### config.mk
export PLATFORM = sky130hd
export DESIGN_NAME = veririsc_controller
export DESIGN_NICKNAME = d
export VERILOG_FILES = /design/src/rtl/veririsc_controller.sv
export SDC_FILE = /design/constraint.sdc
export NUM_CORES = 1
export LEC_CHECK = 0
export BUFFER_PORTS_ARGS = -buffer_cell sky130_fd_sc_hd__buf_2
export CORE_AREA = 2 2 39 41
export DETAILED_ROUTE_END_ITERATION = 7
export DIE_AREA = 0 0 41 43
export PLACE_DENSITY = 0.67
export SETUP_SLACK_MARGIN = 0.1
export SYNTH_ARGS = -nofsm -noshare
export SYNTH_HDL_FRONTEND = slang
export SYNTH_SLANG_ARGS = --single-unit
### constraint.sdc
create_clock -name clk -period 1.51 [get_ports clk]
set_input_delay 0.0755 -clock clk [delete_from_list [all_inputs] [get_ports clk]]
set_output_delay 0.0755 -clock clk [all_outputs]
set_load 0.02 [all_outputs]
### src/rtl/veririsc_controller.sv
// rtl/veririsc_controller.sv - VeriRISC 8-phase instruction sequencer
// Phase counter plus halted flag; every strobe is decoded combinationally from them and the opcode.
module veririsc_controller (
  input  logic       clk,
  input  logic       rst_n,
  input  logic [2:0] opcode,
  input  logic       zero,
  output logic       sel,
  output logic       rd,
  output logic       ld_ir,
  output logic       ld_ac,
  output logic       ld_pc,
  output logic       inc_pc,
  output logic       wr,
  output logic       data_e,
  output logic       halt,
  output logic [2:0] phase
);

  typedef enum logic [2:0] {
    INST_ADDR  = 3'd0,
    INST_FETCH = 3'd1,
    INST_LOAD  = 3'd2,
    IDLE       = 3'd3,
    OP_ADDR    = 3'd4,
    OP_FETCH   = 3'd5,
    ALU_OP     = 3'd6,
    STORE      = 3'd7
  } phase_t;

  localparam logic [2:0] OP_HLT = 3'd0;
  localparam logic [2:0] OP_SKZ = 3'd1;
  localparam logic [2:0] OP_ADD = 3'd2;
  localparam logic [2:0] OP_AND = 3'd3;
  localparam logic [2:0] OP_XOR = 3'd4;
  localparam logic [2:0] OP_LDA = 3'd5;
  localparam logic [2:0] OP_STO = 3'd6;
  localparam logic [2:0] OP_JMP = 3'd7;

  phase_t phase_q, phase_d;
  logic   halted_q, halted_d;
  logic   alu_op;

  always_ff @(posedge clk) begin
    if (!rst_n) begin
      phase_q  <= INST_ADDR;
      halted_q <= 1'b0;
    end else begin
      phase_q  <= phase_d;
      halted_q <= halted_d;
    end
  end

  always_comb begin
    phase_d  = phase_q;
    halted_d = halted_q;
    if (!halted_q) begin
      if (phase_q == OP_ADDR && opcode == OP_HLT) begin
        halted_d = 1'b1;
      end else begin
        phase_d = phase_t'(phase_q + 3'd1);
      end
    end
  end

  assign alu_op = (opcode == OP_ADD) || (opcode == OP_AND) ||
                  (opcode == OP_XOR) || (opcode == OP_LDA);
  assign phase  = phase_q;

  always_comb begin
    sel    = 1'b0;
    rd     = 1'b0;
    ld_ir  = 1'b0;
    ld_ac  = 1'b0;
    ld_pc  = 1'b0;
    inc_pc = 1'b0;
    wr     = 1'b0;
    data_e = 1'b0;
    halt   = 1'b0;
    // Once halted, everything but halt is suppressed, so the PC cannot step again.
    if (halted_q) begin
      halt = 1'b1;
    end else begin
      unique case (phase_q)
        INST_ADDR: sel = 1'b1;
        INST_FETCH: begin
          sel = 1'b1;
          rd  = 1'b1;
        end
        INST_LOAD, IDLE: begin
          sel   = 1'b1;
          rd    = 1'b1;
          ld_ir = 1'b1;
        end
        OP_ADDR: begin
          inc_pc = 1'b1;
          halt   = (opcode == OP_HLT);
        end
        OP_FETCH: rd = alu_op;
        ALU_OP: begin
          rd     = alu_op;
          inc_pc = (opcode == OP_SKZ) && zero;
          ld_pc  = (opcode == OP_JMP);
          data_e = (opcode == OP_STO);
        end
        STORE: begin
          rd     = alu_op;
          ld_ac  = alu_op;
          inc_pc = (opcode == OP_JMP);
          ld_pc  = (opcode == OP_JMP);
          data_e = (opcode == OP_STO);
          wr     = (opcode == OP_STO);
        end
        default: ;
      endcase
    end
  end

  a_wr_data_e: assert property (@(posedge clk) disable iff (!rst_n) wr |-> data_e);
  a_jmp_only: assert property (@(posedge clk) disable iff (!rst_n)
    (ld_pc && inc_pc) |-> (phase_q == STORE && opcode == OP_JMP));
  a_ld_ir_ph: assert property (@(posedge clk) disable iff (!rst_n)
    ld_ir |-> (phase_q == INST_LOAD || phase_q == IDLE));
  a_rd_wr: assert property (@(posedge clk) disable iff (!rst_n) !(rd && wr));

endmodule

Word level (Yosys, flattened, before mapping)
Index checks and enable logic that the tools add are counted.

Memories: 0. Latch bits: 0. Bits in writable memories: 0. ROM bits: 0. Bits in registers: 4. Input bits: 6. Output and inout port bits: 12.

Add/subtract/negate cells: 1. Reduce and logical (&&, ||, !) cells: 13. Shifts and indexed selects: 0. $mul: 0. Eq/ne operators: 14. Div/mod/pow operators: 0. Mux-type cells: 20. Bitwise gates (word level): 2. Order comparisons: 0.

Operators with widths (number): $eq A3 B3 Y1 const B (8); $mux W1 (18); $eq A3 B2 Y1 const B (4); $eq A3 B1 Y1 const B (2); $logic_not A3 Y1 (2); $reduce_or A3 Y1 (2); $reduce_or A2 Y1 (2); $reduce_or A4 Y1 (1); $add A3 B1 Y3 const B (1); $logic_or A1 B1 Y1 (3); $pmux W1 S3 (1); $logic_and A1 B1 Y1 (2); $not A1 Y1 (2); $pmux W1 S2 (1); $reduce_and A2 Y1 (1).

Longest topological paths before layout
Depth after elaboration: 6. Gate-level depth with buffers: 5. Mapped depth without buffers: 5.

Least setup slack after synthesis
No wires, ideal clock.

Path kind: register to output. Start: register phase_q[0], in the netlist phase[0]. End: output ld_pc. Cell stages (with the launch flop): 5. Arrival time: 1.557 ns. Data required time: 1.434 ns. Path slack: -0.123 ns. Cells stage by stage: dfxtp_1 -> ha_1 -> ha_1 -> a21oi_1 -> nor3b_1.

Longest elaborated chain between the ends: 4. Elaborated cells between the ends (all ways): 5. Those cells by class: eq/ne (2); mux (2); reduce/logical (1).

RTL lines: from (decl) (RTL line 40) `phase_t phase_q, phase_d;`; from (signal assigned) (RTL line 49) `phase_q <= phase_d;`; $eq A3 B3 Y1 (RTL line 84) `unique case (phase_q)`; $reduce_or A2 Y1 (no source line) (*); $mux W1 (*); $mux W1 (*) (RTL line 81) `if (halted_q) begin`; to (decl) (RTL line 12) `output logic ld_pc,`.

Mark *: on every way between the ends. The rest lies on a longest branch, timed or not.

Worst setup path after layout
Start: register phase_q[1], in the netlist phase[1]. End: output rd.

Longest elaborated chain between the ends: 4. Elaborated cells between the ends (all ways): 10. Those cells by class: eq/ne (6); mux (2); reduce/logical (2).

RTL lines: $eq A3 B3 Y1 (tied with other cells) (RTL line 84); $reduce_or A3 Y1 (no source line); $pmux W1 S2 (*) (RTL line 84); $mux W1 (*) (RTL line 81); to (decl) (RTL line 9) `output logic rd,`.

Marks and branches as above.

==> summary.md <==
| Metric | Value |
|---|---|
| Outcome | complete, but fails checks |
| Failing checks | negative setup slack |
| Power Density | 1580 nW/um2 |
| Residual DRC | 0 |
| Die Footprint | 1760 um2 |
| Reg clk slew, reported paths | 0.04 ns |
| Vias per cell | 5.44 |
| Worst-path maximum fanout | 4 |
| Avg Inst Size Synth | 7.85 um2 |
| Max Cap Violations | 0 |
| CTS tree | yes |
| Crit path cell chain | inv_4 > ha_4 > or2_4 > a21oi_4 > o32ai_2 > buf_4 |
| Vert. Die Dim | 43 um |
| Number of buffers created by CTS | 3 |
| Worst Hold Depth | 3 |
| Fmax | 633 MHz |
| Clock Sinks | 4 |
| Post-route core utilization | 0.580 |
| VDD IR max | 0.998 mV |
| Ports | 18 |
| Total global-route track usage | 0.161 |
| Syn-to-layout area delta | 89.4% |
| Worst-Margin Slew | 0.514 ns |
| Yosys Warn Count | 0 |
| CTS H-tree depth | 1 |
| Longest Clk Path Bufs | 2 |
| Vias | 539 |
| Half-perimeter wire length after placement | 829 um |
| Global route overflow | 0 |
| Initial Utilization | 0.307 |
| Largest net degree at the start of global routing | 16 |
| Critical-path top delay cell | dfxtp_4 |
| Fraction of layout cells with a size suffix above 1 | 0.651 |
| Tightest slew margin relative to the limit | 0.656 |
| Initial antenna violation count | 0 |
| Input/output buffers | 17 |
| First-pass GRT wire length | 1950 um |
| Post-synthesis sequential area ratio | 0.189 |
| Unrepaired setup endpoints after global routing | yes |
| R2R depth | 5 |
| Final WS setup | -0.0686 ns |
| Unique cell type count in the Yosys netlist | 24 |
| Hold bufs inserted after CTS | 0 |
| DR iter-0 viols | 12 |
| Die width | 41 um |
| Final ANT Viol Nets | 0 |
| ANT cells | 0 |
| Worst min-delay path category | in -> reg |
| Commonest non-fill, non-tap cell in the layout | buf_4 |
| Period utilization | 1.05 |
| Hold Violations, Final | 0 |
| Kind of end point of the critical path | output port |
| Skew-Pair Late Insertion Delay | 0.24 ns |
| Seq cells post-synth | 4 |
| Final Routed Wirelength | 1230 um |
| Wirelength per Cell | 12.4 um |
| Syn nets | 67 |
| Core box area | 1380 um2 |
| Critical setup path kind | reg -> out |
| Power Total | 1.27 mW |
| Crit start category | flip-flop |
| Final Critical Period | 1.58 ns |
| Slew Limit Fails | 0 |
| Post-Syn Area | 424 um2 |
| Rows | 14 |
| Routability Congestion | 0.707 |
| Worst EP required | 1.43 ns |
| Syn Inst Count | 54 |
| Clk_skew | 0.00329 ns |
| Setup Viol. Count Final | 5 |
| Root buffer cell | clkbuf_4 |
| Number of global-route vias before repair | 491 |
| Critical path arrival | 1.50 ns |
| Drt pass-1 iters | 4 |
| LEAKAGE | 0.341 nW |
| Commonest cells after routing, fill and taps aside | buf_4 (12), buf_2 (9), ha_4 (5), buf_6 (5) |
| Final layout net count | 97 |
| Largest stage delay on the critical path | 0.38 ns |
## report_power, final
| group | switching [mW] | leakage, nW | internal [mW] |
|---|---|---|---|
| logic | 0.439 | 0.291 | 0.452 |
| clock network | 0.0534 | 0.0150 | 0.0998 |
| registers | 0.0719 | 0.0349 | 0.152 |
| total | 0.564 | 0.341 | 0.703 |
## logic make-up (layout without fill, tap and decap cells)
| logic type | after synthesis | in the layout | share of synthesized area |
|---|---|---|---|
| and+or+nand+nor | 24 | 24 | 0.345 |
| AOI/OAI and AO/OA | 11 | 11 | 0.174 |
| adders and majority gates | 7 | 7 | 0.206 |
| buffers and inverters | 7 | 36 | 0.0649 |
| DFF | 4 | 4 | 0.189 |
| xor gates and xnor gates | 1 | 1 | 0.0207 |
## state kept, by name, summed over array words and instances (netlist names)
signal	flops
phase	3
halted_q	1
## per-layer routing
metal  global-route usage  up-vias  share of wire
met4               0.0800        0          0.016
met5                    0        -              0
met1                0.164      249           0.38
li1                     -      263              -
met2                0.284       22           0.52
met3               0.0314        5          0.086
## worst paths after layout
path / startpoint / endpoint / slack (ns)
worst max register to register: phase[0] / phase[1] / 0.09
worst min-delay path: rst_n / phase[0] / 0.14
worst max-delay path: phase[1] / rd / -0.07
worst min register to register: halted_q / phase[0] / 0.67
## cell usage after synthesis
master | n | area (um2)
nand2_1 | 3 | 11.3
and3b_4 | 1 | 12.5
xnor2_1 | 1 | 8.76
nor4_1 | 1 | 6.26
nor2_1 | 4 | 15.0
nor3_1 | 1 | 5.00
or2_2 | 1 | 6.26
o32ai_1 | 1 | 8.76
o41ai_1 | 1 | 8.76
or4_1 | 2 | 15.0
ha_1 | 7 | 87.6
or3_1 | 1 | 6.26
a311o_2 | 1 | 11.3
a31oi_1 | 1 | 6.26
dfxtp_1 | 4 | 80.1
a221oi_1 | 1 | 8.76
nand4_1 | 3 | 18.8
inv_1 | 6 | 22.5
nand3_1 | 2 | 10.0
buf_2 | 1 | 5.00
a21oi_1 | 6 | 30.0
and4_2 | 1 | 10.0
nor3b_1 | 3 | 22.5
nand3b_1 | 1 | 7.51
## what timing repair did
| action | 4_1_cts | 5_1_grt |
|---|---|---|
| setup buffers | 5 | 0 |
| pin swaps | 7 | 4 |
| setup endpoints to repair | 9 | 12 |
| hold endpoints to repair | 0 | 0 |
| gates resized for setup | 32 | 8 |
## worst max-delay path: cells and delay by family, from the launching register on
kind | cells | cell delay (ns)
flops | 1 | 0.38
simple gates | 1 | 0.26
compound gates | 2 | 0.25
buf+inv | 2 | 0.23
fa+ha+maj | 1 | 0.15
## area by class of cell
type / count / area (um2)
clock buffers: 4 / 26.3
fillers: 118 / 581
inverters: 6 / 27.5
multi-input cells: 43 / 448
flip-flops and latches: 4 / 90.1
well taps: 16 / 20.0
repair buffers: 26 / 191
## metrics by stage
stage	instance area, um2	setup slack (ns)	setup TNS (ns)	cells	hold slack, ns
3_3_place_gp	583	0.0451	0	90	0.385
4_1_cts	777	-0.0502	-0.122	99	0.142
2_1_floorplan	453	0.103	0	54	0.202
6_report	803	-0.0686	-0.120	99	0.136
3_5_place_dp	583	0.0430	0	90	0.394
5_1_grt	803	-0.114	-0.529	99	0.165
No activity file was read; power rests on OpenSTA's default activity.
